### config.mk
export PLATFORM = sky130hd
export DESIGN_NAME = wb_stage
export DESIGN_NICKNAME = d
export VERILOG_FILES = /design/src/rtl/wb_stage_pkg.sv /design/src/rtl/wb_load_align.sv /design/src/rtl/wb_stage.sv
export SDC_FILE = /design/constraint.sdc
export NUM_CORES = 1
export LEC_CHECK = 0
export ABC_AREA = 1
export CORE_MARGIN = 4
export CORE_UTILIZATION = 44
export DETAILED_ROUTE_END_ITERATION = 6
export PLACE_DENSITY = 0.78
export SLEW_MARGIN = 20
export SYNTH_ARGS = -nofsm -noshare
export SYNTH_HDL_FRONTEND = slang
export SYNTH_SLANG_ARGS = --single-unit
### constraint.sdc
create_clock -name clk_i -period 1.8 [get_ports clk_i]
set_clock_uncertainty 0.1 [all_clocks]
set_input_delay 0.45 -clock clk_i [delete_from_list [all_inputs] [get_ports clk_i]]
set_output_delay 0.45 -clock clk_i [all_outputs]
set_load 0.02 [all_outputs]
### src/rtl/wb_stage_pkg.sv
// Shared definitions for the writeback stage: widths, result-source
// encodings, load funct3 codes and small extension helpers.
package wb_stage_pkg;

  localparam int unsigned XLEN  = 32;
  localparam int unsigned REG_W = 5;

  typedef logic [XLEN-1:0]  xlen_t;
  typedef logic [REG_W-1:0] reg_idx_t;

  typedef enum logic [1:0] {
    WB_SEL_ALU  = 2'b00,
    WB_SEL_LOAD = 2'b01,
    WB_SEL_PC4  = 2'b10,
    WB_SEL_RSVD = 2'b11
  } wb_sel_e;

  localparam logic [2:0] F3_LB  = 3'b000;
  localparam logic [2:0] F3_LH  = 3'b001;
  localparam logic [2:0] F3_LW  = 3'b010;
  localparam logic [2:0] F3_LBU = 3'b100;
  localparam logic [2:0] F3_LHU = 3'b101;

  function automatic xlen_t ext8(input logic [7:0] b, input logic sgn);
    return {{(XLEN-8){sgn & b[7]}}, b};
  endfunction

  function automatic xlen_t ext16(input logic [15:0] h, input logic sgn);
    return {{(XLEN-16){sgn & h[15]}}, h};
  endfunction

endpackage

### src/rtl/wb_load_align.sv
// Combinational load aligner: picks the byte/half lane of a little-endian
// word, extends it, and flags misaligned or illegal-width accesses.
module wb_load_align
  import wb_stage_pkg::*;
(
  input  logic [XLEN-1:0] raw_i,
  input  logic [1:0]      addr_i,
  input  logic [2:0]      funct3_i,
  output logic [XLEN-1:0] data_o,
  output logic            err_o
);

  logic [7:0]  byte_lane;
  logic [15:0] half_lane;

  always_comb begin
    byte_lane = raw_i[7:0];
    case (addr_i)
      2'd0:    byte_lane = raw_i[7:0];
      2'd1:    byte_lane = raw_i[15:8];
      2'd2:    byte_lane = raw_i[23:16];
      default: byte_lane = raw_i[31:24];
    endcase
    half_lane = addr_i[1] ? raw_i[31:16] : raw_i[15:0];
  end

  always_comb begin
    data_o = '0;
    err_o  = 1'b0;
    case (funct3_i)
      F3_LB:  data_o = ext8(byte_lane, 1'b1);
      F3_LBU: data_o = ext8(byte_lane, 1'b0);
      F3_LH: begin
        data_o = ext16(half_lane, 1'b1);
        err_o  = addr_i[0];
      end
      F3_LHU: begin
        data_o = ext16(half_lane, 1'b0);
        err_o  = addr_i[0];
      end
      F3_LW: begin
        data_o = raw_i;
        err_o  = (addr_i != 2'd0);
      end
      default: err_o = 1'b1;
    endcase
  end

endmodule

### src/rtl/wb_stage.sv
// RV32I writeback stage: registers the MEM result, selects the writeback
// source, drives the register-file write port and counts retirements.
module wb_stage
  import wb_stage_pkg::*;
#(
  parameter int unsigned      CNT_W       = 64,
  parameter logic [CNT_W-1:0] INSTRET_RST = '0
) (
  input  logic              clk_i,
  input  logic              rst_i,
  input  logic              wb_valid_i,
  input  logic              wb_stall_i,
  input  logic              wb_we_i,
  input  logic [1:0]        wb_sel_i,
  input  logic [2:0]        wb_funct3_i,
  input  logic [XLEN-1:0]   wb_alu_i,
  input  logic [XLEN-1:0]   wb_mem_dat_i,
  input  logic [XLEN-1:0]   wb_pc4_i,
  input  logic [REG_W-1:0]  wb_rd_i,
  output logic              wb_rf_we_o,
  output logic [REG_W-1:0]  wb_rf_addr_o,
  output logic [XLEN-1:0]   wb_rf_dat_o,
  output logic              wb_fwd_valid_o,
  output logic              wb_retire_o,
  output logic              wb_exc_o,
  output logic [CNT_W-1:0]  wb_instret_o
);

  localparam logic [CNT_W-1:0] CNT_ONE = {{(CNT_W-1){1'b0}}, 1'b1};

  logic [XLEN-1:0] load_dat;
  logic            load_err;

  wb_load_align u_load_align (
    .raw_i    (wb_mem_dat_i),
    .addr_i   (wb_alu_i[1:0]),
    .funct3_i (wb_funct3_i),
    .data_o   (load_dat),
    .err_o    (load_err)
  );

  logic              capture;
  logic              is_load;
  logic              exc;
  logic [XLEN-1:0]   result;

  logic              rf_we_d,   rf_we_q;
  logic [REG_W-1:0]  rf_addr_d, rf_addr_q;
  logic [XLEN-1:0]   rf_dat_d,  rf_dat_q;
  logic              retire_d,  retire_q;
  logic              exc_d,     exc_q;
  logic [CNT_W-1:0]  instret_d, instret_q;

  assign capture = wb_valid_i & ~wb_stall_i;
  assign is_load = (wb_sel_e'(wb_sel_i) == WB_SEL_LOAD);
  assign exc     = is_load & load_err;

  always_comb begin
    result = wb_alu_i;
    case (wb_sel_e'(wb_sel_i))
      WB_SEL_LOAD: result = load_dat;
      WB_SEL_PC4:  result = wb_pc4_i;
      default:     result = wb_alu_i;
    endcase
  end

  // Strobes default low every edge; addr/data/count hold unless captured.
  always_comb begin
    rf_we_d   = 1'b0;
    retire_d  = 1'b0;
    exc_d     = 1'b0;
    rf_addr_d = rf_addr_q;
    rf_dat_d  = rf_dat_q;
    instret_d = instret_q;
    if (capture) begin
      rf_addr_d = wb_rd_i;
      if (exc) begin
        exc_d = 1'b1;
      end else begin
        rf_we_d   = wb_we_i & (wb_rd_i != '0);
        retire_d  = 1'b1;
        rf_dat_d  = result;
        instret_d = instret_q + CNT_ONE;
      end
    end
  end

  always_ff @(posedge clk_i) begin
    if (rst_i) begin
      rf_we_q   <= 1'b0;
      rf_addr_q <= '0;
      rf_dat_q  <= '0;
      retire_q  <= 1'b0;
      exc_q     <= 1'b0;
      instret_q <= INSTRET_RST;
    end else begin
      rf_we_q   <= rf_we_d;
      rf_addr_q <= rf_addr_d;
      rf_dat_q  <= rf_dat_d;
      retire_q  <= retire_d;
      exc_q     <= exc_d;
      instret_q <= instret_d;
    end
  end

  assign wb_rf_we_o     = rf_we_q;
  assign wb_fwd_valid_o = rf_we_q;
  assign wb_rf_addr_o   = rf_addr_q;
  assign wb_rf_dat_o    = rf_dat_q;
  assign wb_retire_o    = retire_q;
  assign wb_exc_o       = exc_q;
  assign wb_instret_o   = instret_q;

endmodule
# Word level (Yosys, flattened, before mapping)
# Cells that the tools add are included.
# totals
ff_bits	104
input_bits	111
out_inout_bits	105
word_cells	37
# op_classes
addsub	1
n_eq_ne	8
n_mux	7
n_bitwise	6
n_reduce_logical	9
# ops
operator	count
$pmux 32 s5	1
$add 64x1->64 const B	1
$pmux 32 s2	1
$pmux 8 s3	1
$mux 16	1
$eq 3x3->1 const B	2
$reduce_or 2->1	3
$reduce_bool 5->1	1
$eq 2x1->1 const B	2
$eq 2x2->1 const B	2
$and 1x1->1	3
$eq 3x1->1 const B	1
$eq 3x2->1 const B	1
$logic_not 3->1	1
$not 1->1	3
$pmux 1 s3	1
$reduce_or 3->1	1
$logic_not 2->1	1
$mux 1	2
$reduce_and 2->1	1
$reduce_bool 2->1	1

# Longest topological paths before layout
# depth
ltp_word	6
mapped_depth	12
ltp_nobuf	11

# Hierarchy
# A second synthesis with hierarchy kept.
# unflattened
cells_unflattened	1109
area_unflattened_um2	6840.3
# by_module_without_submodules
mod	instances	cells_each	area_each_um2	seq_area_each_um2
wb_stage	1	872	5803.1	2082.0
wb_load_align	1	237	1037.2	0.0

# Worst setup path after synthesis
# Ideal clock, no wire load.
# synth_timing
path_type	flip-flop to flip-flop
from	register instret_q[0] (netlist: wb_instret_o[0])
to	register instret_q[24] (netlist: wb_instret_o[24])
setup_time_ns	0.115
arrival_ns	1.751
required_time_ns	1.585
path_slack_ns	-0.166
path_stages_with_launch	12
n_path_buf	1
period_less_slack_ns	1.966
cell_sequence	dfxtp_1 -> ha_1 -> inv_1 -> nor2_1 -> nand2_2 -> nor2_4 -> nand3_2 -> nor2_4 -> buf_6 -> nand2_1 -> o21ai_1 -> nor2_1
# synth_via
elab_chain_len	1
# synth_lines
element	line	text
start: declaration	wb_stage.sv:52	logic [CNT_W-1:0] instret_d, instret_q;
start signal: assignment	wb_stage.sv:102	instret_q <= instret_d;
$add 64x1->64	wb_stage.sv:83	instret_d = instret_q + CNT_ONE;
# No other way between the ends.
# A chain may end at the register's enable or synchronous reset.

# Worst setup path in the final report
# layout_timing
from	register instret_q[42] (netlist: wb_instret_o[42])
to	register instret_q[50] (netlist: wb_instret_o[50])
# Same word-level chain as after synthesis.

==> flow_summary.json <==
{
  "status": "complete, no violations",
  "finalWirelength_um": 29600,
  "finish.utilization_pct": 70.5,
  "worst_pin_slew_ps": 355,
  "critPathSlowestCell": "dfxtp_1",
  "fin_cells": 1827,
  "clock_latency_ps": 360,
  "critPathArrivalTime_ps": 1980,
  "ys_seq_area_share_pct": 28.8,
  "dp_slack_ps": -569,
  "wire_per_inst_um": 16.2,
  "setup_viol": 0,
  "hpwl_um": 22800,
  "grt_first_pass_wirelength_um": 45700,
  "crit_fanout": 4,
  "cp.required_ps": 2000,
  "maxCapViolCount": 0,
  "numCtsBuffers": 9,
  "place_area_mm2": 0.0106,
  "hold_ws_ps": 372,
  "clkTransAtPathRegs_ps": 80,
  "r2r-start": "wb_instret_o[42]",
  "met3_usage_pct": 5.92,
  "p_leak_nw": 5.03,
  "syn_nets": 1384,
  "htree_levels": 3,
  "slew_headroom_pct": 76.1,
  "crit_top_cell": "nand2_1",
  "r2r_cells": 9,
  "synth_cells": 1270,
  "r2r_end": "wb_instret_o[50]",
  "rows": 46,
  "io_buffers": 215,
  "setup_tns_ps": 0,
  "clock-root-buffer": "clkbuf_16",
  "die_y_um": 136,
  "initial_core_util_pct": 45.2,
  "synth.distinct_cells": 34,
  "avgSynthCellArea_um2": 5.69,
  "startpoint_type": "flop",
  "drtPass1Iterations": 5,
  "drc": 0,
  "grt_max_degree": 45,
  "rsz0062_at_grt": "true",
  "cts_tree": "done",
  "grt_antenna_before_repair": 0,
  "power.total_mw": 5.90,
  "crit_path_start": "wb_instret_o[42]",
  "fin_area_mm2": 0.0113,
  "grt_pass1_vias": 8912,
  "crit_type": "flop to flop",
  "grtUsageMet2_pct": 53.8,
  "crit_family": "simple AND/OR/NAND/NOR gates",
  "gp_congestion": 0.997,
  "cp-end-kind": "flop",
  "worstPathCellList": "nand2_1, nor2_1, nand2_1, buf_4, nor4_1, nand3_2, nand2_1, nand2_1, nor2_1",
  "num_vias": 9686,
  "viasPerCell": 5.30,
  "nNetsFinal": 1720,
  "critPathCapture": "wb_instret_o[50]",
  "drt_iter0_markers": 907,
  "synth-seq-cells": 104,
  "path_depth": 9,
  "hold_path_class": "flop to flop",
  "finalCritPeriodShare_pct": 98.7,
  "slowest_delay_ps": 440,
  "fin_ws_ps": 24.0,
  "ant_nets": 0,
  "dp_cells": 1796,
  "period_needed_ps": 1780,
  "cp_num_buf_inv": 1,
  "grt_overflow": 0,
  "grt_busiest_layer": "met2",
  "boundaryPins": 216,
  "dieArea_mm2": 0.0185,
  "clkSinkCount": 104,
  "slew_violations": 0,
  "finalHoldViolCount": 0,
  "fill_cells": 1453,
  "grt_use_met1_pct": 37.9,
  "synth_area_mm2": 0.00723,
  "syn_to_final_growth_pct": 56.1,
  "reg2reg_slack_ps": 20,
  "die_w_um": 136,
  "yosys_warnings": 0,
  "vdd_drop_max_v": 0.000469,
  "power_density_mw_per_mm2": 523,
  "n_antenna_cell": 0,
  "final_layout_size_suffix_gt1_share_pct": 20.0,
  "cts_buffer_depth": 2,
  "grtUsageTotal_pct": 30.9,
  "fmax_mhz": 563,
  "coreArea_mm2": 0.0160
}
==> timing repair <==
item	CTS	global route
buffers inserted	3	7
endpoints found under the setup margin	202	98
resized for setup	142	115
cloned	3	2
hold buffers	0	0
endpoints found under the hold margin	0	0
pin swaps	5	15
==> worst min-delay path by stage <==
stage                               start               to  slack, ps  cells after the start
after global placement     wb_rf_dat_o[7]   wb_rf_dat_o[7]        360                      2
after global routing       wb_rf_dat_o[7]   wb_rf_dat_o[7]        420                      2
after detailed placement   wb_rf_dat_o[7]   wb_rf_dat_o[7]        370                      2
after CTS                  wb_rf_dat_o[7]   wb_rf_dat_o[7]        370                      2
after floorplan           wb_instret_o[1]  wb_instret_o[1]        430                      2
final                      wb_rf_dat_o[7]   wb_rf_dat_o[7]        370                      2
==> synthesized netlist by cell type (all sizes together) <==
master  instances  area, um^2
xor2            4        35.0
o21a            2        15.0
o21ai          83         415
nor3            7        35.0
a21o            1        7.51
o21bai          5        37.5
nor2          206         826
o211ai          8        60.1
or2            22         138
nand3          34         195
nand4          18         113
inv           100         375
xnor2          10        87.6
a21oi         117         586
dfxtp         104        2080
buf            25         171
nor3b           1        7.51
nor4            1        6.26
clkbuf         29         110
and3            3        18.8
a31oi           7        43.8
o31ai           1        7.51
ha              3        37.5
nand2         479        1820
==> area by class of cell <==
| class | instances | area [um^2] | share of cell area, % |
|---|---|---|---|
| flip-flops and latches | 104 | 2120 | 18.8 |
| multi-input cells | 1013 | 4760 | 42.2 |
| repair inverters | 1 | 8.76 | 0.0776 |
| clock buffers | 10 | 229 | 2.03 |
| repair buffers | 377 | 3410 | 30.3 |
| well taps | 216 | 270 | 2.40 |
| inverters | 100 | 392 | 3.47 |
| clock inverters | 6 | 92.6 | 0.821 |
==> logic make-up (layout without fill, tap and decap cells) <==
logic type      count (synthesis)  in the layout  synth area share (%)
compound gates                224            224                  16.2
simple gates                  771            772                  43.7
buf+inv                       154            494                  9.09
flops                         104            104                  28.8
fa+ha+maj                       3              3                 0.519
xor+xnor                       14             14                  1.70
==> layout by cell type (no fill, tap or decap), drive strengths merged, types with 2 or more instances in the layout <==
master,n
nand2,480
nor2,206
buf,164
a21oi,117
dfxtp,104
dlygate4sd2,103
clkdlybuf4s50,101
inv,101
o21ai,83
nand3,34
or2,22
nand4,18
clkbuf,12
xnor2,10
o211ai,8
a31oi,7
nor3,7
o21bai,5
clkdlybuf4s15,5
xor2,4
and3,3
clkinvlp,3
ha,3
o21a,2
bufinv,2
dlymetal6s2s,2
==> per-layer routing <==
metal	up-vias	share of wire [%]
met1	4413	39
met3	90	8.6
met2	485	49
met5	-	0
li1	4698	-
met4	0	3.5
==> worst min-delay path, delay by kind of cell, from the launching register on <==
kind             cells  cell delay [ps]
AO/OA/AOI/OAI        1               50
AND/OR/NAND/NOR      1               60
flip-flops           1              310
==> state kept, by name, summed over array words and instances, names as in the netlist <==
| signal | cells |
|---|---|
| wb_exc_o | 1 |
| wb_retire_o | 1 |
| wb_instret_o | 64 |
| wb_rf_dat_o | 32 |
| wb_fwd_valid_o | 1 |
| wb_rf_addr_o | 5 |
==> report_power, final <==
part,internal (mW),leakage (nW),switching [mW]
Combinational,0.619,4.03,0.697
Clock,1.23,0.149,0.960
Sequential,2.36,0.859,0.0307
Total,4.21,5.03,1.69
No activity file was read; power rests on OpenSTA's default activity.
